**src/rtl/joint_stepper_gen_if.sv**
```systemverilog
// Step/direction generator bundle: host-side velocity and enable in,
// step/dir pins and position feedback out.
interface joint_stepper_gen_if #(
  parameter int WIDTH = 32
) ();
  logic             enable;
  logic [WIDTH-1:0] velocity;
  logic             stp;
  logic             dir;
  logic [WIDTH-1:0] position;
  logic             overrun;

  modport master (output enable, velocity, input stp, dir, position, overrun);
  modport slave  (input enable, velocity, output stp, dir, position, overrun);
endinterface

```
**src/rtl/joint_stepper_gen.sv**
```systemverilog
// Per-joint step/dir pulse generator: phase accumulator step requests, a pulse
// FSM with fixed high/low times and DIR setup/hold, and a signed step count.
//
// state | meaning
// IDLE  | waiting for a pending step request
// PULSE | stp high for PULSE_LEN cycles
// GAP   | stp low for PULSE_LEN cycles, dir held
// SETUP | dir just changed, waiting DIR_SETUP cycles before the step
module joint_stepper_gen #(
  parameter int WIDTH     = 32,
  parameter int PULSE_LEN = 100,
  parameter int DIR_SETUP = 50,
  parameter int TMR_W     = 16
) (
  input  logic               sysclk,
  input  logic               rst_n,
  joint_stepper_gen_if.slave bus
);

  typedef enum logic [1:0] {IDLE, PULSE, GAP, SETUP} state_t;

  localparam logic [TMR_W-1:0] PULSE_LD = TMR_W'(PULSE_LEN - 1);
  localparam logic [TMR_W-1:0] SETUP_LD = TMR_W'(DIR_SETUP - 1);
  localparam logic [WIDTH-1:0] MOST_NEG = {1'b1, {(WIDTH-1){1'b0}}};
  localparam logic [WIDTH-1:0] MOST_POS = {1'b0, {(WIDTH-1){1'b1}}};

  state_t           state, state_nxt;
  logic [TMR_W-1:0] timer, timer_nxt;
  logic             stp_q, stp_nxt;
  logic             dir_q, dir_nxt;
  logic [WIDTH-1:0] pos_q, pos_nxt;
  logic             overrun_q;
  logic [WIDTH-1:0] acc;
  logic [WIDTH-1:0] mag;
  logic [WIDTH:0]   sum;
  logic             pending;
  logic             carry;
  logic             consume;
  logic             req_dir;

  // |velocity|, with the most-negative value saturated so it still fits
  always_comb begin
    mag = bus.velocity;
    if (bus.velocity[WIDTH-1]) begin
      if (bus.velocity == MOST_NEG) mag = MOST_POS;
      else                          mag = -bus.velocity;
    end
  end

  assign req_dir = ~bus.velocity[WIDTH-1];
  assign sum     = {1'b0, acc} + {1'b0, mag};
  assign carry   = bus.enable & sum[WIDTH];

  always_comb begin
    state_nxt = state;
    timer_nxt = timer;
    stp_nxt   = stp_q;
    dir_nxt   = dir_q;
    pos_nxt   = pos_q;
    consume   = 1'b0;
    case (state)
      IDLE: begin
        if (bus.enable && pending) begin
          if (req_dir == dir_q) begin
            state_nxt = PULSE;
            stp_nxt   = 1'b1;
            timer_nxt = PULSE_LD;
            consume   = 1'b1;
            pos_nxt   = dir_q ? pos_q + WIDTH'(1) : pos_q - WIDTH'(1);
          end else begin
            state_nxt = SETUP;
            dir_nxt   = req_dir;
            timer_nxt = SETUP_LD;
          end
        end
      end
      PULSE: begin
        if (timer == '0) begin
          state_nxt = GAP;
          stp_nxt   = 1'b0;
          timer_nxt = PULSE_LD;
        end else begin
          timer_nxt = timer - TMR_W'(1);
        end
      end
      GAP, SETUP: begin
        if (timer == '0) state_nxt = IDLE;
        else             timer_nxt = timer - TMR_W'(1);
      end
      default: begin
        state_nxt = IDLE;
        stp_nxt   = 1'b0;
        timer_nxt = '0;
      end
    endcase
  end

  always_ff @(posedge sysclk or negedge rst_n) begin
    if (!rst_n) begin
      state     <= IDLE;
      timer     <= '0;
      stp_q     <= 1'b0;
      dir_q     <= 1'b1;
      pos_q     <= '0;
      overrun_q <= 1'b0;
      acc       <= '0;
      pending   <= 1'b0;
    end else begin
      state <= state_nxt;
      timer <= timer_nxt;
      stp_q <= stp_nxt;
      dir_q <= dir_nxt;
      pos_q <= pos_nxt;
      // a carry landing on the cycle IDLE takes the request simply re-arms it
      overrun_q <= overrun_q | (carry & pending & ~consume);
      if (bus.enable) begin
        acc     <= sum[WIDTH-1:0];
        pending <= carry | (pending & ~consume);
      end else begin
        pending <= 1'b0;
      end
    end
  end

  assign bus.stp      = stp_q;
  assign bus.dir      = dir_q;
  assign bus.position = pos_q;
  assign bus.overrun  = overrun_q;

endmodule

```
**src/flat_wrapper.sv**
```systemverilog
// flat-port wrapper written by rule: the top's interface ports become plain ports
module joint_stepper_gen_flat 
#(
  parameter int WIDTH     = 32,
  parameter int PULSE_LEN = 100,
  parameter int DIR_SETUP = 50,
  parameter int TMR_W     = 16
)
  (sysclk, rst_n, bus_enable, bus_velocity, bus_stp, bus_dir, bus_position, bus_overrun);
  joint_stepper_gen_if #(.WIDTH(WIDTH)) bus_i ();
  input  logic sysclk;
  input  logic rst_n;
  input wire logic [$bits(bus_i.enable)-1:0] bus_enable;
  input wire logic [$bits(bus_i.velocity)-1:0] bus_velocity;
  output wire logic [$bits(bus_i.stp)-1:0] bus_stp;
  output wire logic [$bits(bus_i.dir)-1:0] bus_dir;
  output wire logic [$bits(bus_i.position)-1:0] bus_position;
  output wire logic [$bits(bus_i.overrun)-1:0] bus_overrun;
  assign bus_i.enable = bus_enable;
  assign bus_i.velocity = bus_velocity;
  assign bus_stp = bus_i.stp;
  assign bus_dir = bus_i.dir;
  assign bus_position = bus_i.position;
  assign bus_overrun = bus_i.overrun;
  joint_stepper_gen #(.WIDTH(WIDTH), .PULSE_LEN(PULSE_LEN), .DIR_SETUP(DIR_SETUP), .TMR_W(TMR_W)) u_core (.sysclk(sysclk), .rst_n(rst_n), .bus(bus_i));
endmodule
```
**config.mk**
```make
export PLATFORM = sky130hd
export DESIGN_NAME = joint_stepper_gen_flat
export DESIGN_NICKNAME = d
export VERILOG_FILES = /design/src/rtl/joint_stepper_gen_if.sv /design/src/rtl/joint_stepper_gen.sv /design/src/flat_wrapper.sv
export SDC_FILE = /design/constraint.sdc
export NUM_CORES = 1
export LEC_CHECK = 0
export BUFFER_PORTS_ARGS = -buffer_cell sky130_fd_sc_hd__buf_4
export CORE_MARGIN = 4
export CORE_UTILIZATION = 55
export CTS_BUF_LIST = sky130_fd_sc_hd__clkbuf_8
export DETAILED_ROUTE_END_ITERATION = 10
export PLACE_DENSITY_LB_ADDON = 0.2
export SYNTH_ARGS = -nofsm -noshare
export SYNTH_HDL_FRONTEND = slang
export SYNTH_SLANG_ARGS = --single-unit
```
**constraint.sdc**
```tcl
create_clock -name sysclk -period 10.8 [get_ports sysclk]
set_input_delay 0 -clock sysclk [delete_from_list [all_inputs] [get_ports sysclk]]
set_output_delay 0 -clock sysclk [all_outputs]
set_load 0.02 [all_outputs]
```
### Word level (Yosys, flattened, before mapping)

Index checks and enable logic that the tools add are counted.

* muxes and demuxes: 21
* reduce and logical (&&, ||, !) cells: 10
* $add $sub $neg: 5
* equality and inequality tests: 10
* bitwise operators: 9

Operator list (number)
* $mux W32: 3
* $mux W16: 3
* $pmux W16 S3: 1
* $add A32 B32 Y33: 1
* $add A32 B1 Y32 const B: 1
* $eq A32 B32 Y1 const B: 1
* $neg A32 Y32: 1
* $sub A32 B1 Y32 const B: 1
* $logic_not A16 Y1: 1
* $sub A16 B1 Y16 const B: 1
* $reduce_and A3 Y1: 3
* $mux W2: 4
* $ne A2 B1 Y1 const B: 4
* $mux W1: 7
* $mux W7: 1
* $pmux W2 S3: 1
* $and A1 B1 Y1: 4
* $eq A2 B2 Y1 const B: 2
* $reduce_and A4 Y1: 1
* $not A1 Y1: 3
* $eq A2 B1 Y1 const B: 1
* $logic_not A2 Y1: 1
* $ne A2 B2 Y1 const B: 1
* $or A1 B1 Y1: 2
* 6 further kinds: 6

* flip-flop bits (word level): 86
* word-level logic and storage cells: 63
* output and inout port bits: 35
* input port bits: 35

### Longest topological paths before layout

* word-level depth: 9
* gate-level depth with buffers: 20
* gate-level depth less buffers: 19

### Worst setup path before layout

OpenSTA, ideal clock, no wires.

* kind: in2reg
* from: input port bus_velocity[13]
* to: register u_core.acc[30]
* slack: 6.094 ns
* stages: 20
* data required time: 10.675 ns
* arrival time: 4.581 ns
* buffers on the path: 1
* library setup time: 0.125 ns
* cell sequence: or4_4 > nor4_4 > nand4b_1 > or3b_1 > or4_4 > or2_4 > buf_6 > nand2_1 > ha_1 > inv_1 > fa_1 > nor2b_1 > o211ai_1 > a211o_1 > a2111oi_0 > o31ai_1 > a31o_2 > o21ai_0 > xor2_1 > mux2_2

* longest elaborated chain between the ends: 4
* elaborated cells on any way between the ends: 5
* classes of those cells: add/sub: 2; eq/ne: 1; mux: 2

RTL lines
* start: declaration: line flat_wrapper.sv:14 `input wire logic [$bits(bus_i.velocity)-1:0] bus_velocity;`
* $neg A32 Y32 / $eq A32 B32 Y1 (equally long branches): line joint_stepper_gen.sv:46, joint_stepper_gen.sv:45
* $mux W32: line joint_stepper_gen.sv:45 `if (bus.velocity == MOST_NEG) mag = MOST_POS;`
* $mux W32 *: line joint_stepper_gen.sv:44 `if (bus.velocity[WIDTH-1]) begin`
* $add A32 B32 Y33 *: line joint_stepper_gen.sv:51 `assign sum = {1'b0, acc} + {1'b0, mag};`
* end signal: assignment: line joint_stepper_gen.sv:117 `acc <= sum[WIDTH-1:0];`
* end: declaration: line joint_stepper_gen.sv:33 `logic [WIDTH-1:0] acc;`

Mark *: on every way between the ends. The rest lies on a longest branch, timed or not.
A chain may end at the register's enable or synchronous reset.

### Worst setup path after layout

Same ends and word-level chain as after synthesis.

==> results.md <==
* Share of cells above drive strength 1 at 0.1422
* Required @ worst endpoint at roughly 11 ns
* H-tree Lvls at 3
* Final hold vios at 0
* Period utilization at 0.4678
* Data arrival time of the worst path at between 5 and 6 ns
* Metal3 WL at 686 um
* Setup Skew at 0.01298 ns
* Die Footprint at 15370 um2
* DR vias at 6459
* Worst setup path startpoint: bus_velocity[13]
* I/O Buffers at 69
* # clock sinks at 86
* WHS at 0.04315 ns
* Synth Flop Type: dfrtp_1
* Core ar. at 13190 um2
* Routed len/inst at 15.15 um
* Initial drt markers at between 400 and 500
* Core Util, Final at 0.6276
* Worst slew pin tran at between 1 and 1.5 ns
* Routed Antenna Nets at 0
* Critical path launch point type: primary input
* Max rail drop VDD at 129.9 uV
* Sum Neg Setup Slack at 0 ns
* Met1 Routed Length at 8.049 mm
* Routability cong. at between 0.8 and 0.9
* Global route overflow at 0
* Async set-reset flop share out of synthesis at 1.000
* CTS clk-pin slew, worst paths at 0.09 ns
* Instance area after placement at 8021 um2
* CTS root buffer: clkbuf_8
* Worst r2r path cells at 12
* Drt pass-1 iters at 5
* Combinational Power Share at 0.515
* Synth Area per Inst at about 8.5 um2
* RSZ-0062 raised after global routing: false
* IO Count at 70
* Residual DRC count at 0
* Internal at approximately 910 uW
* Crit Path Max Fanout at 29
* Top routing layer used: met4
* Final instance area at 8278 um2
* Post-detailed-placement half-perimeter wirelength at around 13 mm
* Cell Pwr Density at about 180 nW/um2
* Via/cell ratio at 5.814
* Initial antenna violation count at 0
* Final min period at roughly 5 ns
* Setup violators final at 0
* Clock Tree Buf Depth at 2
* Die X at approximately 120 um
* Pleak at ~3.9 nW
* Switching power at 565.1 uW
* Syn Inst Count at roughly 900
* Initial Util at 0.5608
* Die height at 124.0 um
* Routed wl met2 at 7.801 mm
* Worst reg-to-reg setup slack at around 7 ns
* Sw Ratio at 0.3841
* Setup bufs post-CTS at 0
* Yosys reg bits at 86
* Status: complete, no violations
* Yosys cell types at 61
* CP endpoint: u_core.acc[30]
* Slew headroom at 0.3269
* CTS tree: yes
* Max-cap violations at 0
* Vias in the first global route at about 6100
* Fin. max-slew vios at 0
* All-layer global routing usage at 0.2251
* Antenna cells at 0
* P&R area growth vs syn at 11.91%
* Nets at 1032
* Fmax at just under 200 MHz
* Post-Route WL at around 17 mm
* First-pass GRT wire length at 28.23 mm
* Clk_lat worst skew at 0.37 ns
* Seq pwr share at 0.293
* Critical R2R Launch: u_core.bus.dir
* Register area share after synthesis at 0.2911
* Mapped Nets at 977
* R2r endpoint: u_core.bus.position[29]
* Crit Path Category: primary input to register
* Mapped cell area at about 7400 um2
* Clock Power Share at 0.191
* Critical path endpoint category: register
* Post-synth EDFFs at 0
* Hold crit path type: primary input to async pin
* Yosys warns at 0
* Num CTS Buffers at 9
* Cell row count at 42
* Largest net degree at the start of global routing at 66
-- critical path: stages --
cell       delay [ns]
buf_4            0.13
or4_4            0.57
nor4_4           0.18
nand4b_1         0.14
or3b_1           0.46
or4_4            0.47
or2_4            0.38
a31oi_1          0.25
inv_1            0.08
fa_1             0.44
nor2b_1          0.18
o211ai_1         0.12
a211o_1          0.31
a2111oi_0        0.56
o31ai_1          0.20
a31o_2           0.27
o21ai_0          0.20
xor2_1           0.09
mux2_2           0.26
-- repair_timing --
action / CTS / global route
hold buffers: 1 / 0
resized for setup: 0 / 0
hold endpoints to repair: 21 / 0
-- stage by stage --
step	total power, mW	setup slack, ns	std cells
3_3_place_gp	1.170	5.480	1094
3_5_place_dp	1.185	5.380	1094
5_1_grt	1.595	5.406	1111
4_1_cts	1.474	5.762	1111
6_report	1.471	5.748	1111
2_1_floorplan	1.031	6.094	875
-- worst min path at each step --
| stage | from | end | slack [ns] | cells after the start |
|---|---|---|---|---|
| 6_report | rst_n | u_core.timer[4] | 0.04 | 2 |
| 3_5_place_dp | rst_n | u_core.timer[11] | -0.1 | 1 |
| 3_3_place_gp | rst_n | u_core.timer[11] | -0.10 | 1 |
| 2_1_floorplan | rst_n | u_core.acc[0] | -0.30 | 0 |
| 5_1_grt | rst_n | u_core.bus.position[27] | 0.07 | 2 |
| 4_1_cts | rst_n | u_core.timer[11] | 0.04 | 2 |
-- cells in the mapped netlist (all sizes together), types with 4 or more instances --
cell	count	area share
a211oi	6	0.0061
a21boi	4	0.0041
a21o	33	0.033
a21oi	76	0.051
a31o	5	0.0059
a31oi	12	0.010
and2	7	0.0059
and3	4	0.0034
buf	4	0.0056
clkbuf	24	0.012
dfrtp	85	0.29
ha	65	0.11
inv	30	0.015
mux2	24	0.037
nand2	109	0.056
nand2b	13	0.011
nand3	18	0.012
nor2	49	0.025
nor2b	11	0.0093
nor3	22	0.015
nor4	9	0.010
o211ai	5	0.0051
o21a	12	0.012
o21ai	73	0.049
o21bai	7	0.0071
o31ai	16	0.016
o41ai	7	0.010
or2	5	0.0046
or3	10	0.0091
or4	7	0.0086
xnor2	36	0.043
xor2	54	0.064
-- state kept, by name, indices dropped and copies added (netlist names) --
| register | cells |
|---|---|
| u_core.acc | 32 |
| u_core.bus.dir | 1 |
| u_core.bus.overrun | 1 |
| u_core.bus.position | 32 |
| u_core.bus.stp | 1 |
| u_core.pending | 1 |
| u_core.state | 2 |
| u_core.timer | 16 |
-- layout make-up --
class	count	area [um2]
Tap cell	176	220.2
Clock buffer	10	137.6
Timing Repair Buffer	72	543.0
Multi-Input combinational cell	731	5002
Sequential cell	86	2153
Inverter	30	112.6
Fill cell	1199	4912
Clock inverter	6	108.9
-- per-layer routing --
metal / GRT usage / vias to the layer above
met5: 0 / -
met4: 0.07050 / 0
met3: 0.03043 / 20
met2: 0.3707 / 125
met1: 0.3080 / 3035
li1: - / 3279
-- power groups by stage --
stage / Sequential (mW) / Clock [mW] / Combinational, mW
after floorplan: 0.427 / 0 / 0.604
after global placement: 0.434 / 0 / 0.736
after detailed placement: 0.436 / 0 / 0.749
after CTS: 0.431 / 0.289 / 0.754
after global routing: 0.439 / 0.306 / 0.849
final: 0.431 / 0.282 / 0.758
-- placed cells by master, fill, tap and decap left out, drive strengths merged, types with 6 or more instances in the layout --
cell type  count
buf           71
a31oi         12
or3           10
nand2        109
a21o          33
o21ai         73
dfrtp         85
xnor2         36
and2           7
o41ai          7
nor4           9
nand3         18
a211oi         6
nor2b         11
mux2          24
o21a          12
clkbuf        10
o31ai         16
ha            65
or4            7
a21oi         76
nor3          22
o21bai         7
xor2          54
inv           30
nor2          49
nand2b        13
-- cell families (layout without fill, tap and decap cells) --
group                      count (synthesis)  count (layout)  share of synthesized area
xor gates and xnor gates                  90              90                     0.1066
buffers and inverters                     58             118                    0.03298
AOI/OAI and AO/OA                        276             276                     0.2358
muxes                                     27              27                    0.04060
and+or+nand+nor                          271             271                     0.1776
DFF                                       86              86                     0.2911
adders and majority gates                 67              67                     0.1154
Power figures use the tool's default switching activity.
